[src/rtl/vga_timing_gen.sv]
// Raster-scan timing generator: pixel counters, sync pulses, blanking and strobes.
// Every output is registered from next-state counters, so all of them describe the pixel shown on x/y.
module vga_timing_gen #(
   parameter int H_ACTIVE = 640,
   parameter int H_FRONT  = 16,
   parameter int H_SYNC   = 96,
   parameter int H_BACK   = 48,
   parameter int V_ACTIVE = 480,
   parameter int V_FRONT  = 10,
   parameter int V_SYNC   = 2,
   parameter int V_BACK   = 33,
   parameter bit SYNC_NEG = 1'b1
) (
   input  logic       clk,
   input  logic       rst_n,
   output logic [9:0] x,
   output logic [9:0] y,
   output logic       hsync,
   output logic       vsync,
   output logic       display_on,
   output logic       line_start,
   output logic       frame_start,
   output logic [7:0] frame_count
);

   localparam int H_TOTAL = H_ACTIVE + H_FRONT + H_SYNC + H_BACK;
   localparam int V_TOTAL = V_ACTIVE + V_FRONT + V_SYNC + V_BACK;

   // The 10-bit x/y ports cannot represent larger rasters.
   if (H_TOTAL > 1024 || V_TOTAL > 1024) begin : gen_size_check
      $error("vga_timing_gen: H_TOTAL and V_TOTAL must not exceed 1024");
   end

   localparam logic [9:0]  H_LAST   = 10'(H_TOTAL - 1);
   localparam logic [9:0]  V_LAST   = 10'(V_TOTAL - 1);
   localparam logic [10:0] H_VIS    = 11'(H_ACTIVE);
   localparam logic [10:0] V_VIS    = 11'(V_ACTIVE);
   localparam logic [10:0] HS_START = 11'(H_ACTIVE + H_FRONT);
   localparam logic [10:0] HS_END   = 11'(H_ACTIVE + H_FRONT + H_SYNC);
   localparam logic [10:0] VS_START = 11'(V_ACTIVE + V_FRONT);
   localparam logic [10:0] VS_END   = 11'(V_ACTIVE + V_FRONT + V_SYNC);

   logic [9:0] xCount_q, xCount_d;
   logic [9:0] yCount_q, yCount_d;
   logic [7:0] frameCount_q, frameCount_d;
   logic       hsync_q, hsync_d;
   logic       vsync_q, vsync_d;
   logic       displayOn_q, displayOn_d;
   logic       lineStart_q, lineStart_d;
   logic       frameStart_q, frameStart_d;
   logic       hsyncActive, vsyncActive;

   always_comb begin
      xCount_d     = xCount_q + 10'd1;
      yCount_d     = yCount_q;
      frameCount_d = frameCount_q;
      if (xCount_q == H_LAST) begin
         xCount_d = '0;
         if (yCount_q == V_LAST) begin
            yCount_d     = '0;
            frameCount_d = frameCount_q + 8'd1;
         end else begin
            yCount_d = yCount_q + 10'd1;
         end
      end

      // Decode from the next position so the registered flags line up with the registered counters.
      hsyncActive  = ({1'b0, xCount_d} >= HS_START) && ({1'b0, xCount_d} < HS_END);
      vsyncActive  = ({1'b0, yCount_d} >= VS_START) && ({1'b0, yCount_d} < VS_END);
      hsync_d      = hsyncActive ? ~SYNC_NEG : SYNC_NEG;
      vsync_d      = vsyncActive ? ~SYNC_NEG : SYNC_NEG;
      displayOn_d  = ({1'b0, xCount_d} < H_VIS) && ({1'b0, yCount_d} < V_VIS);
      lineStart_d  = (xCount_d == 10'd0);
      frameStart_d = (xCount_d == 10'd0) && (yCount_d == 10'd0);
   end

   // Reset parks at (0,0) without flagging it as a line or frame start.
   always_ff @(posedge clk) begin
      if (!rst_n) begin
         xCount_q     <= '0;
         yCount_q     <= '0;
         frameCount_q <= '0;
         hsync_q      <= SYNC_NEG;
         vsync_q      <= SYNC_NEG;
         displayOn_q  <= 1'b1;
         lineStart_q  <= 1'b0;
         frameStart_q <= 1'b0;
      end else begin
         xCount_q     <= xCount_d;
         yCount_q     <= yCount_d;
         frameCount_q <= frameCount_d;
         hsync_q      <= hsync_d;
         vsync_q      <= vsync_d;
         displayOn_q  <= displayOn_d;
         lineStart_q  <= lineStart_d;
         frameStart_q <= frameStart_d;
      end
   end

   assign x           = xCount_q;
   assign y           = yCount_q;
   assign hsync       = hsync_q;
   assign vsync       = vsync_q;
   assign display_on  = displayOn_q;
   assign line_start  = lineStart_q;
   assign frame_start = frameStart_q;
   assign frame_count = frameCount_q;

endmodule

[config.mk]
export PLATFORM = sky130hd
export DESIGN_NAME = vga_timing_gen
export DESIGN_NICKNAME = d
export VERILOG_FILES = /design/src/rtl/vga_timing_gen.sv
export SDC_FILE = /design/constraint.sdc
export NUM_CORES = 1
export LEC_CHECK = 0
export BUFFER_PORTS_ARGS = -buffer_cell sky130_fd_sc_hd__buf_4
export CAP_MARGIN = 0
export CELL_PAD_IN_SITES_DETAIL_PLACEMENT = 0
export CELL_PAD_IN_SITES_GLOBAL_PLACEMENT = 1
export CORE_UTILIZATION = 41
export CTS_CLUSTER_SIZE = 20
export DETAILED_ROUTE_END_ITERATION = 16
export GPL_TIMING_DRIVEN = 0
export PLACE_DENSITY_LB_ADDON = 0.1
export SETUP_SLACK_MARGIN = 0.05
export SLEW_MARGIN = 20
export SYNTH_ARGS = -nofsm -noshare
export SYNTH_HDL_FRONTEND = slang
export SYNTH_SLANG_ARGS = --single-unit
[constraint.sdc]
create_clock -name clk -period 2.25 [get_ports clk]
set_input_delay 0.45 -clock clk [delete_from_list [all_inputs] [get_ports clk]]
set_output_delay 0.45 -clock clk [all_outputs]
set_load 0.01 [all_outputs]
==> results of run 1 <==
-- metal layers --
layer	track usage, %	vias to the layer above	routed length (um)	share of wire, %
met1	27.6	763	2110	50
met3	4.17	7	161	3.8
met2	29.5	34	1900	45
li1	-	816	-	-
met4	7.03	0	53	1.3
met5	0	-	0	0
-- Yosys cell counts, types with 3 or more instances --
cell type	n	area share (%)
dfxtp_1	33	37
clkbuf_1	4	0.83
nor3_1	3	0.83
o21ai_0	8	2.2
nand3_1	9	2.5
nor3_2	3	1.7
a21oi_1	5	1.4
buf_2	6	1.7
and3_1	3	1.0
and2_1	15	5.2
nand4_1	6	2.1
or3_1	3	1.0
o21ai_1	4	1.1
inv_1	3	0.62
ha_1	4	2.8
xnor2_1	12	5.8
nand2_1	15	3.1
o31ai_1	4	1.7
nor2b_1	8	2.8
nor2_1	16	3.3
xor2_1	7	3.4
a21boi_1	3	1.2
-- worst paths after layout --
check / from / endpoint / slack, ns / cells past startpoint
setup reg to reg: x[0]$_SDFF_PN0_ / vsync$_SDFF_PN1_ / 0.13 / 9
setup / recovery: x[0]$_SDFF_PN0_ / vsync$_SDFF_PN1_ / 0.13 / 9
hold / removal: x[0]$_SDFF_PN0_ / x[0]$_SDFF_PN0_ / 0.46 / 1
hold reg to reg: x[0]$_SDFF_PN0_ / x[0]$_SDFF_PN0_ / 0.46 / 1
-- logic make-up after synthesis --
kind of cell | synth area share (%)
and+or+nand+nor | 33.7
AOI/OAI and AO/OA | 11.9
DFF | 36.7
xor gates and xnor gates | 9.24
buffers and inverters | 5.21
adders and majority gates | 2.78
muxes | 0.556
-- report_power, final --
| part | switching (mW) | internal, mW | total (mW) | leakage [nW] |
|---|---|---|---|---|
| Combinational | 0.0235 | 0.0235 | 0.0470 | 0.649 |
| Sequential | 0.00499 | 0.589 | 0.594 | 0.267 |
| Clock | 0.219 | 0.277 | 0.496 | 0.0542 |
| Total | 0.248 | 0.889 | 1.14 | 0.970 |
-- final cells by class --
class / count / share of cell area [%]
buffer: 14 / 4.06
clock buffer: 7 / 4.12
clock inverter: 1 / 0.214
inverter: 3 / 0.481
multi-input combinational: 156 / 47.0
sequential: 33 / 28.3
tap: 50 / 2.67
timing repair buffer: 41 / 13.2
-- timing repair --
action	4_1_cts	5_1_grt
endpoints found under the setup margin	4	6
resized for setup	5	13
setup buffers	0	7
pin swaps	1	5
hold buffers	0	0
-- worst register-to-register path: stages (launching register included) --
cell     delay [ns]
dfxtp_2        0.37
ha_4           0.13
buf_6          0.10
nand4_4        0.13
nor4_4         0.43
buf_6          0.20
o21ai_1        0.07
a22o_1         0.30
a21oi_2        0.14
nand4_1        0.12
-- registers in the layout, summed over array words and instances (netlist names) --
name / cells
display_on: 1
frame_count: 8
frame_start: 1
x: 10
y: 10
hsync: 1
line_start: 1
vsync: 1
==> metrics, run 1 <==
hold_ws=around 0.46 ns; Post-DP HPWL=3.01 mm; cells along the critical path=ha_4 -> buf_6 -> nand4_4 -> nor4_4 -> buf_6 -> o21ai_1 -> a22o_1 -> a21oi_2 -> nand4_1; kind of critical path=reg2reg; final instance area=2340 um2; worst vdd ir=0.436 mV; startpoint types=flip-flop; critical path's slowest cell=nor4_4; Routed Antenna Nets=0; core area=approximately 4100 um2; Final WS setup=~0.13 ns; Max Fanout on Critical Path=10; n_diodes=0; CTS H-tree lvls=2; CTS max path bufs=2; CTS clk-pin slew, worst paths=~0.07 ns; Die W=68.3 um; # fillers=a little under 400; Final Hold Fails=0; crit-path leading delay family=simple AND/OR/NAND/NOR gates; setup violators final=0; DR DRC count=0; Final period util=94.3%; Vias=1620; Arrival @ worst endpoint=2.28 ns; Post-Layout Cell Count=roughly 310; antenna violations before repair=0; wire per inst=roughly 14 um; Worst Skew=0.00559 ns; Worst Setup End Kind=flip-flop; dpl ws=-0.0634 ns; Synth Warn #=0; run status=completed; Max transition margin=67.2%; most common cell after layout, fill and taps aside=buf_4; Std-Cell Rows=23; Power Total=1.14 mW; EDFF count, synth=0; Mapped Nets=212; routed vias/inst=5.31; Worst Hold Class=reg2reg; Pwr Density=486 nW/um2; Synth Area per Inst=8.75 um2; CP required=approximately 2.4 ns; 1st-pass router iterations=4; Slew Viols, Final=0; Die Y=roughly 68 um; placement-stage cell area=2120 um2; DRT iter0 DRCs=84; max-capacitance violation count=0; Seq cells post-synth=33; Max Fclk=~470 MHz; leak pwr=~0.97 nW; RSZ-0062 raised after global routing=false; first-pass GRT wire length=between 6 and 7 mm; most frequent cells in the layout=42 x buf_4, 31 x dfxtp_1, 16 x nor2_1; Worst-Skew Late Latency=about 0.28 ns; nets=260; TritonCTS Buffers=5; sequential-to-total area share from yosys stat=a little over a third; Post-Route Setup TNS=0 ns; GPL Wtd Cong=between 0.8 and 0.9; number of global-route vias before repair=1351; Layout area overhead=29.9%; Least-Margin Pin Slew=0.492 ns; TritonCTS clock tree=yes; CTS sink cnt=33; share of cells above drive strength 1=between 30% and 40%; post-synthesis instance total=around 210; GR Util All Layers=about a fifth; largest net degree at the start of global routing=11; Util after Layout=a little under three fifths; ys async rst share=0%; clock root buffer=clkbuf_8; Buffers on Ports=34; grt ovf=0; CP most frequent cell=buf_6; final WL=4.23 mm; Placed Instances=290; sequential cell area=663 um2; Main synth FF type=dfxtp_1; distinct cell type count of the synthesized netlist=47; Ports=35; Starting Density=43.8%; footprint of the multi-input gates=~1100 um2; critical path's largest stage delay=0.43 ns; mapped cell area=1800 um2; Min Clock Period, post-route=2.12 ns; Worst Path Buf+Inv=2; die area=between 4000 and 5000 um2
Power figures use the tool's default switching activity.
==> inputs of run 2 (changes only) <==
Settings changed: BUFFER_PORTS_ARGS -buffer_cell sky130_fd_sc_hd__buf_4 to default, CORE_UTILIZATION 41 to 45, DONT_BUFFER_PORTS from default to 1.
==> run 2 against run 1 <==
Effect of this change: setup slack worse by 0.0016 ns; clock skew up 0.00055 ns; sequential share of layout area up 3.7 points; largest power group unchanged; critical endpoint is now y[4]$_SDFF_PN0_; global-route usage up 0.74 points; die area down 8.6%; largest cell class unchanged; first-iteration DRC count up 27%; final cell count down 12%; final area down 11%; flip-flop and latch count unchanged.
==> metrics, run 2 (same netlist as run 1, synthesis figures left out) <==
run status=completed; Ports=35; CTS H-tree lvls=2; Max transition margin=65.3%; Worst-Skew Late Latency=approximately 0.28 ns; Final Hold Fails=0; GR Util All Layers=20.5%; Vias=1528; nets=226; DRT iter0 DRCs=107; Slew Viols, Final=0; Routed Antenna Nets=0; Max Fanout on Critical Path=10; # fillers=363; clock root buffer=clkbuf_8; CTS sink cnt=33; WHS Path Cells=2; most common cell after layout, fill and taps aside=dfxtp_1; GR Util met3=9.03%; share of cells above drive strength 1=20.5%; Arrival @ worst endpoint=2.34 ns; final WL=between 4 and 5 mm; Worst Skew=0.00613 ns; grt met2 use=29.9%; core area=3740 um2; busiest grt layer=met2; Buffers on Ports=0; most frequent cells in the layout=30 x dfxtp_1, 16 x nor2_1, 15 x and2_1, 15 x nand2_1, 12 x xnor2_1; die area=4260 um2; Pwr Density=515 nW/um2; placement-stage cell area=1860 um2; largest net degree at the start of global routing=11; wire per inst=15.7 um; number of global-route vias before repair=approximately 1400; setup violators final=0; 1st-pass router iterations=4; antenna violations before repair=0; cells on worst reg2reg path=5; first-pass GRT wire length=between 6 and 7 mm; CP required=2.47 ns; CTS max path bufs=2; GPL Wtd Cong=0.890; worst vdd ir=0.367 mV; Worst Hold Class=in2reg; TritonCTS Buffers=5; Std-Cell Rows=22; RSZ-0062 raised after global routing=true; kind of critical path=reg2reg; routed vias/inst=5.70; Max Fclk=471 MHz; Die W=65.3 um; Least-Margin Pin Slew=0.520 ns; Post-DP HPWL=2.89 mm; Worst Setup End Kind=flip-flop; Starting Density=48.1%; Die Y=65.3 um; leak pwr=0.777 nW; Post-Route Setup TNS=0 ns; n_diodes=0; grt ovf=0; CTS clk-pin slew, worst paths=0.06 ns; hold buffer count at cts=0; DR DRC count=0; final instance area=about 2100 um2; Final period util=a little over nine tenths; global-route met1 utilization=about a quarter; Min Clock Period, post-route=2.12 ns; startpoint types=flip-flop; max-capacitance violation count=0; TritonCTS clock tree=yes; Layout area overhead=16.0%
## run 2: path summary, 6_finish.rpt
kind,slack [ns],startpoint,to
max,0.13,x[8]$_SDFF_PN0_,y[4]$_SDFF_PN0_
min,0.32,rst_n,y[6]$_SDFF_PN0_
max reg2reg,0.13,x[8]$_SDFF_PN0_,y[4]$_SDFF_PN0_
min reg2reg,0.49,x[0]$_SDFF_PN0_,x[0]$_SDFF_PN0_
## run 2: final cells by class
type	instances	area, um2	share of cell area [%]
Timing Repair Buffer	7	52.6	2.51
Sequential cell	33	669	32.0
Inverter	3	11.3	0.539
Clock buffer	7	86.3	4.13
Tap cell	48	60.1	2.87
Multi-Input combinational cell	156	1100	52.8
Buffer	14	106	5.09
## run 2: timing repair
action / CTS / global route
endpoints found under the setup margin: 5 / 6
buffers inserted: 0 / 7
pin swaps: 1 / 6
resized for setup: 5 / 24
## run 2: through the flow
step | cells | worst slack [ns] | hold WS [ns] | util (%) | power [mW]
2_1_floorplan | 206 | 0.115 | 0.469 | - | 0.626
4_1_cts | 261 | 0.0530 | 0.307 | 52.7 | 1.09
5_1_grt | 268 | 0.00566 | 0.301 | 55.8 | 1.12
3_5_place_dp | 254 | -0.139 | 0.513 | 49.7 | 0.633
3_3_place_gp | 254 | -0.107 | 0.487 | 49.7 | 0.633
6_report | 268 | 0.127 | 0.315 | 55.8 | 1.08
## run 2: worst max-delay path, stage by stage (launching register included)
cell,delay [ns]
dfxtp_1,0.46
nand3b_1,0.22
or4_4,0.56
buf_6,0.16
or4_1,0.50
a21boi_1,0.15
## run 2: report_power, final
part	internal [mW]	switching, mW
registers	0.589	0.00785
clock network	0.242	0.206
logic	0.0148	0.0166
## run 2: per-layer routing
| layer | part of all wire (%) | wire length, um | vias up |
|---|---|---|---|
| met5 | 0 | 0 | - |
| met4 | 1.8 | 77 | 0 |
| met3 | 8.3 | 351 | 7 |
| met2 | 46 | 1910 | 54 |
| met1 | 44 | 1860 | 714 |
| li1 | - | - | 753 |
